$ cat src/rtl/seed_request_scheduler.sv
// rtl/seed_request_scheduler.sv - round-robin seed issue scheduler with entropy accumulation windows
module seed_request_scheduler #(
  parameter int unsigned ACCUM_CYCLES = 8
) (
  input  logic         clk,
  input  logic         rst_n,
  input  logic [127:0] gen_seed1,
  input  logic [127:0] gen_seed2,
  input  logic         req0,
  input  logic         req1,
  output logic         gnt0,
  output logic         gnt1,
  output logic [255:0] seed_out,
  output logic         seed_valid,
  output logic [255:0] seedloop,
  output logic         ready,
  output logic [15:0]  issue_cnt
);

  typedef enum logic [1:0] {
    WARMUP   = 2'd0,
    READY    = 2'd1,
    COOLDOWN = 2'd2
  } state_t;

  localparam logic [255:0] SEEDLOOP_RST =
    256'h3F72C91E5A6BD4FA8937CE1204B1DA6E_A8B2F3C01D9E6A3774CCE0B83F91AD24;
  localparam logic [7:0] LAST_CNT = 8'(ACCUM_CYCLES - 1);

  state_t         state_q, state_d;
  logic [7:0]     cnt_q, cnt_d;
  logic           prio1_q, prio1_d;   // 1: consumer 1 wins a tie
  logic           gnt0_q, gnt0_d;
  logic           gnt1_q, gnt1_d;
  logic           valid_q, valid_d;
  logic [255:0]   seed_out_q, seed_out_d;
  logic [255:0]   seedloop_q, seedloop_d;
  logic [15:0]    issue_cnt_q, issue_cnt_d;
  logic           sel1;

  always_comb begin
    state_d     = state_q;
    cnt_d       = cnt_q;
    prio1_d     = prio1_q;
    gnt0_d      = 1'b0;
    gnt1_d      = 1'b0;
    valid_d     = 1'b0;
    seed_out_d  = seed_out_q;
    seedloop_d  = seedloop_q;
    issue_cnt_d = issue_cnt_q;
    sel1        = 1'b0;
    case (state_q)
      WARMUP, COOLDOWN: begin
        if (cnt_q == LAST_CNT) begin
          state_d = READY;
          cnt_d   = 8'd0;
        end else begin
          cnt_d = cnt_q + 8'd1;
        end
      end
      READY: begin
        if (req0 | req1) begin
          // A lone requester always wins; the pointer only breaks ties.
          sel1        = req1 & (~req0 | prio1_q);
          gnt1_d      = sel1;
          gnt0_d      = ~sel1;
          prio1_d     = ~sel1;
          valid_d     = 1'b1;
          seed_out_d  = {gen_seed1, gen_seed2};
          seedloop_d  = {gen_seed2, gen_seed1} ^ {240'b0, issue_cnt_q};
          issue_cnt_d = issue_cnt_q + 16'd1;
          state_d     = COOLDOWN;
          cnt_d       = 8'd0;
        end
      end
      default: begin
        state_d = WARMUP;
        cnt_d   = 8'd0;
      end
    endcase
  end

  always_ff @(posedge clk) begin
    if (!rst_n) begin
      state_q     <= WARMUP;
      cnt_q       <= 8'd0;
      prio1_q     <= 1'b0;
      gnt0_q      <= 1'b0;
      gnt1_q      <= 1'b0;
      valid_q     <= 1'b0;
      seed_out_q  <= 256'd0;
      seedloop_q  <= SEEDLOOP_RST;
      issue_cnt_q <= 16'd0;
    end else begin
      state_q     <= state_d;
      cnt_q       <= cnt_d;
      prio1_q     <= prio1_d;
      gnt0_q      <= gnt0_d;
      gnt1_q      <= gnt1_d;
      valid_q     <= valid_d;
      seed_out_q  <= seed_out_d;
      seedloop_q  <= seedloop_d;
      issue_cnt_q <= issue_cnt_d;
    end
  end

  assign gnt0       = gnt0_q;
  assign gnt1       = gnt1_q;
  assign seed_valid = valid_q;
  assign seed_out   = seed_out_q;
  assign seedloop   = seedloop_q;
  assign issue_cnt  = issue_cnt_q;
  assign ready      = (state_q == READY);

endmodule

$ cat config.mk
export PLATFORM = sky130hd
export DESIGN_NAME = seed_request_scheduler
export DESIGN_NICKNAME = d
export VERILOG_FILES = /design/src/rtl/seed_request_scheduler.sv
export SDC_FILE = /design/constraint.sdc
export NUM_CORES = 1
export LEC_CHECK = 0
export ABC_AREA = 1
export BUFFER_PORTS_ARGS = -buffer_cell sky130_fd_sc_hd__buf_2
export CELL_PAD_IN_SITES_DETAIL_PLACEMENT = 1
export CELL_PAD_IN_SITES_GLOBAL_PLACEMENT = 1
export CORE_AREA = 5 5 309 311
export CTS_CLUSTER_SIZE = 20
export DETAILED_ROUTE_END_ITERATION = 8
export DIE_AREA = 0 0 314 316
export PLACE_DENSITY = 0.57
export RECOVER_POWER = 50
export SYNTH_ARGS = -nofsm -noshare
export SYNTH_HDL_FRONTEND = slang
export SYNTH_SLANG_ARGS = --single-unit
$ cat constraint.sdc
create_clock -name clk -period 1.45 [get_ports clk]
set_input_delay 0 -clock clk [delete_from_list [all_inputs] [get_ports clk]]
set_output_delay 0 -clock clk [all_outputs]
set_load 0.03 [all_outputs]
; Word level (Yosys, flattened, before mapping)
; Index checks and enable logic that the tools add are counted.
[totals]
regBits = 542
out_inout_bits = 532
elab_cells = 35
[op_classes]
add_sub_neg = 2
n_eq_ne = 5
mux = 7
bitwise_logic = 6
n_reduce_logical = 6
[ops]
columns = operator, n
row1 = $xor A256 B16 Y256, 1
row2 = $add A16 B1 Y16 const B, 1
row3 = $mux W8, 2
row4 = $pmux W8 S2, 1
row5 = $add A8 B1 Y8 const B, 1
row6 = $eq A8 B3 Y1 const B, 1
row7 = $reduce_and A2 Y1, 3
row8 = $mux W2, 2
row9 = $pmux W2 S2, 1
row10 = $reduce_and A3 Y1, 1
row11 = $eq A2 B1 Y1 const B, 1
row12 = $eq A2 B2 Y1 const B, 1
row13 = $logic_not A2 Y1, 1
row14 = $ne A2 B1 Y1 const B, 1
row15 = $ne A2 B2 Y1 const B, 1
row16 = $not A1 Y1, 2
row17 = $or A1 B1 Y1, 2
row18 = $reduce_or A2 Y1, 1
row19 = $and A1 B1 Y1, 1
row20 = $mux W1, 1

; Depth between registers and ports, before layout
[logic_depth]
ltp_word = 4
mapped_depth = 8
mapped_depth_nobuf = 8

; Least setup slack after synthesis
; OpenSTA, ideal clock, no wires.
[synth_path]
path_type = reg-to-reg
startpoint = register issue_cnt_q[0], in the netlist issue_cnt[0]
endpoint = register issue_cnt_q[14], in the netlist issue_cnt[14]
arrival_ps = 1521
required_time_ps = 1334
setup_slack_ps = -187
stages_incl_launch_ff = 9
n_path_buf = 0
cell_sequence = dfxtp_1 -> ha_1 -> inv_1 -> nor2_1 -> nand3_1 -> nor2_1 -> nand3_1 -> nand2_1 -> nor2_1
[synth_between]
elab_chain_cells = 1
[synth_lines]
columns = element, line
row1 = start: declaration, 38  ; logic [15:0] issue_cnt_q, issue_cnt_d;
row2 = start signal: assignment, 103  ; issue_cnt_q <= issue_cnt_d;
row3 = $add A16 B1 Y16, 71  ; issue_cnt_d = issue_cnt_q + 16'd1;
; No other way between the ends.
; A chain may end at the register's enable or synchronous reset.

; Final worst setup path
[layout_path]
startpoint = register state_q[1]
endpoint = register seed_out_q[50], in the netlist seed_out[50]
[layout_between]
elab_chain_cells = 2
[layout_lines]
columns = element, line
row1 = start: declaration, 30  ; state_t state_q, state_d;
row2 = start signal: assignment, 95  ; state_q <= state_d;
row3 = $eq A2 B1 Y1, 52  ; case (state_q)
row4 = $reduce_and A2 Y1 (no source line), n/a
row5 = end signal: assignment, 101  ; seed_out_q <= seed_out_d;
row6 = end: declaration, 36  ; logic [255:0] seed_out_q, seed_out_d;
; No other way between the ends.

==> impl_metrics.toml <==
[run_status]
status = "finished with violations"
violations = "negative setup slack"

[clock_tree]
cts_tree = "done"
path_clk_slew_ns = 0.06
cts.path.max_buffers = 3
htree_levels = 2
cts_root_buffer = "clkbuf_16"
clkLatencyLatePin_ns = 0.61
cts_buffers = 52
clock-sinks = 426

[drt]
drc_errors = 0
vias_per_cell = 3.97
wl_mm = 79.0
routedWlPerCell_um = 20.5
antenna_left = 0
vias = 15325
dr.pass1.iters = 4
drtIter0Drc = 841

[synth]
yosysWarningCount = 0
ys_seq_area_frac = 0.579
synthArstFlopShare = 0
synth-seq-cells = 426
syn_inst = 1616
netlist.area_leader.share = 0.579
synth_area_leader_cell = "dfxtp_1"
yosys-top-cells-area = "dfxtp_1 (58%), nand2_1 (11%), a22o_1 (7.9%)"
netlist_area_um2 = 14700
syn_avg_cell_area_um2 = 9.12
synth_fp_nets = 1878
synth_cell_types = 25
synthFlopType = "dfxtp_1"
synth_edf_count = 0

[global_route]
overflow = 0
gr-usage-all-layers = 0.146
antenna_found_initial = 2
grt_pass1_vias = 15920
grt_pass1_wl_mm = 110
grt_max_degree = 58

[timing]
worstMarginPinSlew_ns = 0.459
setup_viol = 158
fmaxAchievable_mhz = 626
min_period_over_period = 1.10
period_needed_ns = 1.60
final_hold_viol_count = 0
finalWorstSetupSlack_ns = -0.148
fin_skew_ns = 0.0229
slew_viol_final = 0
setup_tns_ns = -7.00
rsz0062_at_grt = "yes"
slew_headroom = 0.695

[placed_design]
hpwl_mm = 60.0
gp_congestion = 0.842
place_ws_ns = -0.0360
io_buffers = 791
post_dp_cell_area_um2 = 20000

[worst_setup_path]
crit_path_max_fanout = 33
critPathArrivalTime_ns = 2.08
end_kind = "flop"
critPathLaunchType = "flop"
worstPathRequired_ns = 1.93
reg2reg_depth = 7
critical_path_class = "reg -> reg"

[run]
drv_cap = 0

[layout]
syn_to_final_growth_pct = 66.1
drive_above_1_share = 0.336
post-route-cell-area_um2 = 24500
nets = 2881

[floorplan]
pin_count = 792
die_x_um = 314
start_util = 0.159
die-height_um = 316
core_area_um2 = 92500
rows = 112
dieArea_um2 = 99200

[pwr]
p_seq_frac = 0.444
peakVddDrop_v = 0.000806
swShare = 0.230
power_frac_comb = 0.061
leakage_nw = 11.4
pwr-share-clk = 0.495
p_total_mw = 26.5
p_per_area_nw_per_um2 = 1080
p_int_mw = 20.4
p_switching_mw = 6.08

[hold_path]
hold_depth = 4
hp-class = "in -> reg"
power by group through the flow:
stage                     registers, mW  logic, mW  clock network [mW]
after global routing               11.8       1.70                14.1
after CTS                          11.8       1.58                13.6
after floorplan                    12.1      0.269                   0
after detailed placement           12.0      0.999                   0
after global placement             12.0       1.00                   0
final                              11.8       1.60                13.1
layout make-up:
cell class / instances / area [um2]
Clock buffer: 78 / 1520
Timing Repair Buffer: 1166 / 7820
Tap cell: 1197 / 1500
Sequential cell: 426 / 8540
Fill cell: 10966 / 68000
Clock inverter: 16 / 175
Multi-Input combinational cell: 940 / 4800
Inverter: 33 / 126
Antenna cell: 1 / 2.50
final timing paths:
kind	to	slack, ns	startpoint
max	seed_out[50]$_SDFFE_PN0P_	-0.15	state_q[1]$_SDFFE_PN0P_
min	seedloop[110]$_SDFFE_PN1P_	0.14	gen_seed1[110]
max reg2reg	seed_out[50]$_SDFFE_PN0P_	-0.15	state_q[1]$_SDFFE_PN0P_
min reg2reg	seed_out[59]$_SDFFE_PN0P_	0.46	seed_out[59]$_SDFFE_PN0P_
cells in the mapped netlist, types with 2 or more instances:
library cell and count:
a22o_1 133, nor3_1 2, inv_1 29, buf_2 59
ha_1 2, clkbuf_1 39, nand3_1 136, nand4_1 7
xnor2_1 16, a21oi_1 142, inv_2 4, o21ai_0 20
xor2_1 4, buf_4 118, nor2_1 42, dfxtp_1 426
nand2_1 426, nor2_4 4
repair_timing:
action	4_1_cts	5_1_grt
gates cloned	0	8
pin swaps	4	3
hold endpoints to repair	418	0
hold buffers	259	0
setup buffers	0	2
setup endpoints to repair	132	334
resized for setup	12	37
layout by cell type, fill, tap and decap left out, drive strengths merged:
| cell type | count |
|---|---|
| nor2 | 46 |
| dfxtp | 426 |
| xnor2 | 16 |
| clkbuf | 204 |
| clkinvlp | 2 |
| mux2i | 1 |
| o21ai | 20 |
| diode | 1 |
| a21oi | 142 |
| o21a | 1 |
| bufinv | 3 |
| inv | 35 |
| dlygate4sd3 | 259 |
| nand3 | 136 |
| o22ai | 1 |
| ha | 2 |
| nand2 | 427 |
| nor3b | 1 |
| buf | 781 |
| xor2 | 4 |
| nor3 | 2 |
| nand4 | 7 |
| a31oi | 1 |
| a22o | 133 |
| clkinv | 9 |
stage by stage:
stage | instances | utilization | hold slack (ns)
finish | 3857 | 0.265 | 0.145
global route | 3856 | 0.265 | 0.109
CTS | 3846 | 0.263 | 0.0797
detailed placement | 3493 | 0.216 | 0.228
global placement | 3493 | 0.216 | 0.223
floorplan | 1616 | - | 0.132
per-layer routing:
metal  track usage  wire length (um)
met5             0                13
met2         0.270             40200
met1         0.151             29000
met3        0.0524              6490
met4        0.0575              3270
worst max-delay path: stages, from the launching register on:
cell       delay (ns)
dfxtp_2          0.33
buf_6            0.11
nor2_4           0.17
nand2_8          0.09
buf_12           0.17
clkbuf_16        0.29
nand2_1          0.09
a21oi_1          0.09
registers in the layout, indices dropped and copies added (netlist names):
register    flops
seedloop      140
cnt_q           8
prio1_q         1
gnt0            1
issue_cnt      16
seed_valid      1
state_q         2
gnt1            1
seed_out      256
cell families after synthesis:
logic type      after synthesis  share of synthesized area
flops                       426                      0.579
xor+xnor                     20                     0.0119
fa+ha+maj                     2                    0.00170
buf+inv                     250                     0.0987
simple gates                619                      0.173
mux                           1                   0.000679
compound gates              298                      0.135
(Power assumes the default switching activity.)
